==> config.mk <==
export PLATFORM = sky130hd
export DESIGN_NAME = seq_smod
export DESIGN_NICKNAME = d
export VERILOG_FILES = /design/src/rtl/seq_smod.sv
export SDC_FILE = /design/constraint.sdc
export NUM_CORES = 1
export LEC_CHECK = 0
export BUFFER_PORTS_ARGS = -buffer_cell sky130_fd_sc_hd__buf_2
export CAP_MARGIN = 25
export CORE_MARGIN = 2
export CORE_UTILIZATION = 45
export CTS_CLUSTER_DIAMETER = 150
export DETAILED_ROUTE_END_ITERATION = 12
export GPL_TIMING_DRIVEN = 0
export PLACE_DENSITY_LB_ADDON = 0.08
export RECOVER_POWER = 100
export SETUP_SLACK_MARGIN = 0.2
export SYNTH_ARGS = -nofsm -noshare
export SYNTH_HDL_FRONTEND = slang
export SYNTH_SLANG_ARGS = --single-unit
export TNS_END_PERCENT = 20
==> constraint.sdc <==
create_clock -name clk -period 9 [get_ports clk]
set_clock_uncertainty 0.05 [all_clocks]
set_input_delay 0.9 -clock clk [delete_from_list [all_inputs] [get_ports clk]]
set_output_delay 0.9 -clock clk [all_outputs]
set_load 0.005 [all_outputs]
==> src/rtl/seq_smod.sv <==
// ---------------------------------------------------------------------------
// seq_smod : multi-cycle signed modulo unit with start/done handshake.
//
// Restoring shift-subtract on operand magnitudes, one quotient bit per
// cycle, then the dividend's sign is applied to the remainder (truncating
// remainder, same as the % operator on signed operands).
//
// Timeline: the accept edge, then DATAWIDTH DIV cycles, one FIX cycle and
// one DONE cycle. busy is high in DIV and FIX, and done pulses in DONE.
//
// Ports:
//   clk    rising-edge clock
//   rst    asynchronous active-low reset
//   start  request, sampled only in IDLE
//   a, b   signed dividend / divisor, sampled with an accepted start
//   busy   operation in progress (DIV and FIX)
//   done   one-cycle pulse, r/dz (and q) valid
//   r      signed remainder, held until the next FIX
//   dz     divide-by-zero flag belonging to r
//   q      signed quotient (only when SEQ_SMOD_QUOT_EN is defined)
//
// Optional feature macro: SEQ_SMOD_QUOT_EN (adds the quotient output q).
// ---------------------------------------------------------------------------
module seq_smod #(
  parameter int DATAWIDTH = 64
) (
  input  logic                 clk,
  input  logic                 rst,
  input  logic                 start,
  input  logic [DATAWIDTH-1:0] a,
  input  logic [DATAWIDTH-1:0] b,
  output logic                 busy,
  output logic                 done,
  output logic [DATAWIDTH-1:0] r,
  output logic                 dz
`ifdef SEQ_SMOD_QUOT_EN
  ,
  output logic [DATAWIDTH-1:0] q
`endif
);

  localparam int CW = $clog2(DATAWIDTH);
  localparam logic [CW-1:0] LAST_CNT = CW'(DATAWIDTH - 1);

  typedef enum logic [1:0] {
    S_IDLE,
    S_DIV,
    S_FIX,
    S_DONE
  } state_t;

  state_t               state_q, state_d;
  logic [CW-1:0]        cnt_q, cnt_d;
  logic [DATAWIDTH-1:0] dvd_q, dvd_d;
  logic [DATAWIDTH-1:0] dsr_q, dsr_d;
  logic [DATAWIDTH-1:0] rem_q, rem_d;
  logic [DATAWIDTH-1:0] r_q, r_d;
  logic                 signA_q, signA_d;
  logic                 dz_q, dz_d;
`ifdef SEQ_SMOD_QUOT_EN
  logic [DATAWIDTH-1:0] quot_q, quot_d;
  logic [DATAWIDTH-1:0] qOut_q, qOut_d;
  logic                 signB_q, signB_d;
`endif

  // The largest magnitude is 2^(DATAWIDTH-1), i.e. the most-negative
  // operand. It fits an unsigned DATAWIDTH-bit value, so the sign bit of
  // a DATAWIDTH+1-bit magnitude is always zero and is not carried.
  logic [DATAWIDTH-1:0] aMag, bMag;
  assign aMag = a[DATAWIDTH-1] ? -a : a;
  assign bMag = b[DATAWIDTH-1] ? -b : b;

  // One restoring step: shift the next dividend bit into the partial
  // remainder and subtract the divisor if it fits. The trial value needs
  // one extra bit. The difference always fits back into DATAWIDTH bits
  // because the partial remainder stays below the divisor, except when
  // b=0, where it accumulates |a| unchanged.
  logic [DATAWIDTH:0]   trial;
  logic                 fits;
  logic [DATAWIDTH-1:0] remStep;
  assign trial   = {rem_q, dvd_q[DATAWIDTH-1]};
  assign fits    = (trial >= {1'b0, dsr_q});
  assign remStep = fits ? (trial[DATAWIDTH-1:0] - dsr_q) : trial[DATAWIDTH-1:0];

  // State and datapath registers. All of them clear on reset, which also
  // aborts any operation in flight without producing a done.
  always_ff @(posedge clk or negedge rst) begin
    if (!rst) begin
      state_q <= S_IDLE;
      cnt_q   <= '0;
      dvd_q   <= '0;
      dsr_q   <= '0;
      rem_q   <= '0;
      r_q     <= '0;
      signA_q <= 1'b0;
      dz_q    <= 1'b0;
`ifdef SEQ_SMOD_QUOT_EN
      quot_q  <= '0;
      qOut_q  <= '0;
      signB_q <= 1'b0;
`endif
    end else begin
      state_q <= state_d;
      cnt_q   <= cnt_d;
      dvd_q   <= dvd_d;
      dsr_q   <= dsr_d;
      rem_q   <= rem_d;
      r_q     <= r_d;
      signA_q <= signA_d;
      dz_q    <= dz_d;
`ifdef SEQ_SMOD_QUOT_EN
      quot_q  <= quot_d;
      qOut_q  <= qOut_d;
      signB_q <= signB_d;
`endif
    end
  end

  // Next-state and output logic. start is looked at only in IDLE, so a
  // request during DIV/FIX/DONE is dropped rather than queued.
  always_comb begin
    state_d = state_q;
    cnt_d   = cnt_q;
    dvd_d   = dvd_q;
    dsr_d   = dsr_q;
    rem_d   = rem_q;
    r_d     = r_q;
    signA_d = signA_q;
    dz_d    = dz_q;
`ifdef SEQ_SMOD_QUOT_EN
    quot_d  = quot_q;
    qOut_d  = qOut_q;
    signB_d = signB_q;
`endif
    busy    = 1'b0;
    done    = 1'b0;

    case (state_q)
      S_IDLE: begin
        if (start) begin
          signA_d = a[DATAWIDTH-1];
          dvd_d   = aMag;
          dsr_d   = bMag;
          rem_d   = '0;
          cnt_d   = '0;
`ifdef SEQ_SMOD_QUOT_EN
          signB_d = b[DATAWIDTH-1];
          quot_d  = '0;
`endif
          state_d = S_DIV;
        end
      end

      S_DIV: begin
        busy  = 1'b1;
        rem_d = remStep;
        dvd_d = {dvd_q[DATAWIDTH-2:0], 1'b0};
`ifdef SEQ_SMOD_QUOT_EN
        quot_d = {quot_q[DATAWIDTH-2:0], fits};
`endif
        cnt_d = cnt_q + CW'(1);
        if (cnt_q == LAST_CNT) begin
          state_d = S_FIX;
        end
      end

      S_FIX: begin
        busy = 1'b1;
        // A zero divisor leaves rem = |a|, so restoring the sign yields a.
        r_d  = signA_q ? -rem_q : rem_q;
        dz_d = (dsr_q == '0);
`ifdef SEQ_SMOD_QUOT_EN
        if (dsr_q == '0) begin
          qOut_d = '1;
        end else begin
          qOut_d = (signA_q ^ signB_q) ? -quot_q : quot_q;
        end
`endif
        state_d = S_DONE;
      end

      S_DONE: begin
        done    = 1'b1;
        state_d = S_IDLE;
      end

      default: begin
        state_d = S_IDLE;
      end
    endcase
  end

  assign r  = r_q;
  assign dz = dz_q;
`ifdef SEQ_SMOD_QUOT_EN
  assign q  = qOut_q;
`endif

endmodule

==> run metrics, run 1 <==
Worst slew margin -190.6%; setup_tns 0 ns; Worst Path Arrival 4.65 ns; Final nets 2781; Final Critical Period 5.032 ns; CP bufs+invs 2; FF+latch count, synth 266; CP peak stage delay 3.09 ns; CTS tree yes; routed length per placed instance 20.57 µm; Setup violations, final 0; final WL 64670 µm; root buf cell clkbuf_16; final hold violations 0; multi-input combinational cell area 11140 µm²; Layout area overhead 14.72%; FMAX 198.7 MHz; Placeable Area 40920 µm²; Pwr Density 217.9 nW/µm²; Max Cap Viol 1; Synth Cell Area 18720 µm²; critical-path cell list buf_8 > clkbuf_1; first-pass GRT wire length 100600 µm; fill count 4059; # DRC 0; Clock Path Buffers 3; IO Port Bufs 194; Vias/cell 5.736; Synth area leader dfrtp_1; Worst Path Max Fanout 108; Post-synth ARST share 100.0%; dpl cells 3076; Worst Setup Slack, final 3.968 ns; RSZ-0062 raised after global routing false; post-synth top area share 35.56%; Post-CTS Setup Bufs 0; status finished, violations left; final period utilization 55.91%; critical path depth 2; Hold WS 0.2881 ns; launching point of the worst reg2reg path rem_q[10]; First DRT Iteration DRCs 1390; largest net degree at the start of global routing 109; Initial Util 45.74%; die width 208.0 µm; synth unique cells 74; critical path class input port to async pin; die area 43250 µm²; Hold Path Class input port to async pin; synth warn 0; synthesized area per cell 7.976 µm²; CTS buffer count 31; Worst IR Drop VDD 154.5 µV; vias in the first global route 17760; R2R Path End rem_q[32]; Worst-Margin Slew 4.359 ns; failing checks max-capacitance violations, max-slew violations; Syn Inst Count 2347; # clock sinks 266; syn_nets 2551; CP Launch Type input port; end point of the critical path dvd_q[27]; hold_buf cts 0; htree depth 1; Overflow after GRT 0; Total GRT Usage 29.17%; layout cells sized above 1 9.388%; GPL Wtd Cong 0.9350; largest cells by area after synthesis dfrtp_1, xor2_1, o21ai_0, a21oi_1, nand2_1; CTS resizes 0; post-DP HPWL 51870 µm; WP data required 8.62 ns; DP Worst Slack 4.599 ns; R2R Setup Slk 4.53 ns; Skew-Pair Late Insertion Delay 0.59 ns; Synth Flop Type dfrtp_1; DIE HEIGHT 208.0 µm; final slew viol count 75; endpoint class of the critical path async pin; Register-to-Register Path Depth 13; cell family with most CP delay buffers and inverters; row count 74; Final ANT Viol Nets 0; P_leak 9.636 nW; initial antenna violation count 21; Worst path slowest cell clkbuf_1; First-pass DRT Iterations 5; Finished Layout Cells 3143; post-synthesis sequential area ratio 35.56%; Vias 18030; Critical Path Source rst; Boundary Pins 198; Post-synth EDFFs 0; Reg area 6656 µm²; clock slew at reported path FFs 0.06 ns
-- registers in the layout (all words and copies together) (netlist names) --
register,flops
dsr_q,64
cnt_q,6
state_q,2
signA_q,1
dz,1
r,64
rem_q,64
dvd_q,64
-- cell usage in the layout (no fill, tap or decap), drive strengths merged, types with 22 or more instances in the layout --
cell | netlist | layout
mux2i | 22 | 22
xnor2 | 54 | 54
clkbuf | 125 | 203
xor2 | 192 | 192
buf | 11 | 173
nand4 | 38 | 38
inv | 98 | 100
or4 | 26 | 26
nand2 | 295 | 295
nor3 | 24 | 24
or3 | 34 | 34
nor4 | 32 | 32
nor2 | 222 | 222
ha | 72 | 72
o21ai | 284 | 284
o31ai | 50 | 50
a21oi | 240 | 240
nand3 | 29 | 29
a21o | 32 | 32
o41ai | 24 | 24
dfrtp | 266 | 266
-- power by group --
group | switching [W] | internal, W
combinational | 0.00105 | 0.000680
sequential | 0.000220 | 0.00134
clock | 0.000532 | 0.000853
-- cell type report --
cell class	count	share of cell area, %
diodes	12	0.1398
well taps	532	3.100
clock inverters	12	0.9322
clock buffers	43	4.288
flip-flops and latches	266	31.00
plain buffers	136	2.377
repair buffers	197	4.562
inverters	98	1.713
multi-input cells	1847	51.89
-- routing by layer --
layer / share of wire [%] / GRT usage (%)
met2: 46 / 48.15
met4: 2.7 / 8.242
met5: 0.20 / 0
met1: 45 / 38.87
met3: 6.2 / 5.842
-- cells by family after synthesis --
group	Yosys count	share of synthesized area, %
XOR/XNOR	246	11.51
AND/OR/NAND/NOR	773	19.30
adder cells (fa/ha/maj)	73	4.919
buffers and inverters	234	4.699
AO/OA/AOI/OAI	729	22.57
multiplexers	26	1.437
flip-flops	266	35.56
-- cell usage after synthesis (all sizes together), types with 4 or more instances --
cell / instances
nand2b: 17
clkbuf: 125
nand3: 29
ha: 72
nor2: 222
a21oi: 240
or4: 26
xnor2: 54
nand4: 38
mux2i: 22
a21boi: 4
a32oi: 12
o41ai: 24
o22ai: 8
nor2b: 11
dfrtp: 266
o21bai: 11
o21a: 6
a22oi: 6
o221ai: 4
and3: 8
o21ai: 284
inv: 98
mux2: 4
or2: 15
nor3: 24
and2: 4
or3: 34
a21o: 32
xor2: 192
nor4: 32
a31oi: 17
nand3b: 4
nand2: 295
o211ai: 6
o31ai: 50
buf: 11
-- metrics by stage --
step / total power, W / area (µm²) / util (%)
2_1_floorplan: 0.002698 / 18720 / -
3_3_place_gp: 0.003283 / 20360 / 49.74
3_5_place_dp: 0.003294 / 20440 / 49.94
4_1_cts: 0.004683 / 21560 / 52.68
5_1_grt: 0.004956 / 21460 / 52.44
6_report: 0.004679 / 21480 / 52.48
-- how the worst min path moves through the flow --
| stage | start | endpoint | slack, ns | cells past startpoint |
|---|---|---|---|---|
| floorplan | dvd_q[35] | dvd_q[35] | 0.39 | 2 |
| global placement | dvd_q[42] | dvd_q[42] | 0.41 | 2 |
| detailed placement | dvd_q[48] | dvd_q[48] | 0.42 | 2 |
| CTS | rst | r[16] | 0.35 | 1 |
| global route | rst | r[16] | 0.37 | 1 |
| finish | rst | r[16] | 0.29 | 1 |
Note: power is estimated with default switching activity, not from simulation.
==> inputs of run 2 (changes only) <==
Clock period 9 ns to 5 ns, I/O delays scaled along.
==> run metrics, run 2 (same netlist as run 1, synthesis figures left out) <==
endpoint class of the critical path register (was async pin); Worst Setup Slack, final 0.5165 ns (was 3.968 ns); P_leak 9.640 nW (was 9.636 nW); Design Area, Final 21480 µm² (about the same); status finished, violations left (unchanged); row count 74 (unchanged); Hold Path Class input port to register (was input port to async pin); die width 208.0 µm (unchanged); Overflow after GRT 0 (unchanged); fill count 4056 (was 4059); IO Port Bufs 194 (unchanged); Register-to-Register Path Depth 13 (unchanged); Initial Util 45.74% (unchanged); failing checks max-capacitance violations, max-slew violations (unchanged); Post-CTS Setup Bufs 0 (unchanged); Worst slew margin -80.05% (was -190.6%); Max Cap Viol 1 (unchanged); final hold violations 0 (unchanged); routed length per placed instance 20.59 µm (was 20.57 µm); vias in the first global route 17760 (unchanged); CTS buffer count 31 (unchanged); Worst-Margin Slew 2.701 ns (was 4.359 ns); Final nets 2782 (was 2781); final period utilization 89.67%; initial antenna violation count 21 (unchanged); final slew viol count 108 (was 75); GPL Wtd Cong 0.9350 (unchanged); layout cells sized above 1 9.423% (was 9.388%); Placeable Area 40920 µm² (unchanged); FMAX 223.0 MHz; largest net degree at the start of global routing 109 (unchanged); root buf cell clkbuf_16 (unchanged); htree depth 1 (unchanged); CP Launch Type register (was input port); placed standard-cell area 20440 µm² (unchanged); most frequent cells in the layout nand2_1, o21ai_0, dfrtp_1, a21oi_1, nor2_1 (unchanged); most common cell after layout, fill and taps aside nand2_1 (unchanged); Hold Path Stages 3; CTS resizes 0 (unchanged); Pwr Total 0.008420 W (was 0.004679 W); # clock sinks 266 (unchanged); R2R Setup Slk 0.52 ns (was 4.53 ns); Worst IR Drop VDD 277.6 µV (was 154.5 µV); CP peak stage delay 0.66 ns (was 3.09 ns); Boundary Pins 198 (unchanged); critical-path cell list ha_1 > clkbuf_1 > a21oi_1 > o2111ai_1 > nor2_1 > a211oi_1 > o2111ai_1 > a21oi_1 > nor3_1 > clkbuf_1 > clkbuf_1 > mux2i_1 > o22ai_1 (was buf_8 > clkbuf_1); Final ANT Viol Nets 0 (unchanged); Setup violations, final 0 (unchanged); First-pass DRT Iterations 7 (was 5); post-DP HPWL 51870 µm (unchanged); clock slew at reported path FFs 0.06 ns (about the same); Worst path slowest cell clkbuf_1 (unchanged); Worst Path Max Fanout 10 (was 108); Layout area overhead 14.76% (was 14.72%); Clock Path Buffers 3 (unchanged); critical path class register to register (was input port to async pin); Hold WS 0.1885 ns (was 0.2881 ns); First DRT Iteration DRCs 1377 (was 1390); WP data required 5.37 ns (was 8.62 ns); CTS tree yes (unchanged); Skew-Pair Late Insertion Delay 0.59 ns (about the same); Total GRT Usage 29.17% (unchanged); Worst Path Arrival 4.85 ns (was 4.65 ns); die area 43250 µm² (unchanged); RSZ-0062 raised after global routing false (unchanged); Vias/cell 5.750 (was 5.736); DP Worst Slack 0.6367 ns (was 4.599 ns); first-pass GRT wire length 100600 µm (unchanged); Top cell by count, worst path clkbuf_1; # DRC 0 (unchanged); Pwr Density 391.9 nW/µm² (was 217.9 nW/µm²); Vias 18080 (was 18030); setup_tns 0 ns (unchanged); hold_buf cts 1 (was 0); Final Critical Period 4.483 ns; DIE HEIGHT 208.0 µm (unchanged); final WL 64770 µm (was 64670 µm)
[run 2: layout make-up]
type / count / area [µm²] / area share, %
antenna: 13 / 32.53 / 0.1514
buffer: 136 / 510.5 / 2.376
inverter: 98 / 367.9 / 1.712
timing repair buffer: 198 / 983.4 / 4.578
clock inverter: 12 / 200.2 / 0.9319
clock buffer: 43 / 920.9 / 4.287
multi-input combinational: 1847 / 11140 / 51.88
tap: 532 / 665.6 / 3.099
sequential: 266 / 6656 / 30.99
[run 2: per-layer routing]
metal,global-route usage [%],part of all wire (%),up-vias
li1,-,-,8782
met1,38.87,44,8645
met2,48.15,46,522
met3,5.842,6.2,117
met4,8.242,2.7,18
met5,0,0.18,-
[run 2: per-stage QoR]
step           utilization [%]  instances
3_5_place_dp             49.94       3076
6_report                 52.49       3145
3_3_place_gp             49.74       3073
5_1_grt                  52.45       3138
4_1_cts                  52.70       3132
2_1_floorplan                -       2347
[run 2: power by group]
part | switching, W | leakage [nW] | internal, W
Sequential | 0.000396 | 3.55 | 0.00241
Clock | 0.000955 | 0.556 | 0.00153
Combinational | 0.00190 | 5.53 | 0.00122
[run 2: worst max-delay path: cells and delay by family (launching register included)]
family | cells | cell delay (ns)
and+or+nand+nor | 2 | 0.56
DFF | 1 | 0.55
muxes | 1 | 0.30
AOI/OAI and AO/OA | 6 | 1.28
buffers and inverters | 3 | 1.27
adders and majority gates | 1 | 0.30
[run 2: worst paths after layout]
check	from	end
max in group asynchronous	rst	dvd_q[52]
min in group asynchronous	rst	r[16]
max	rem_q[10]	rem_q[38]
min	b[62]	dsr_q[63]
max reg2reg	rem_q[10]	rem_q[38]
min reg2reg	dvd_q[17]	dvd_q[17]
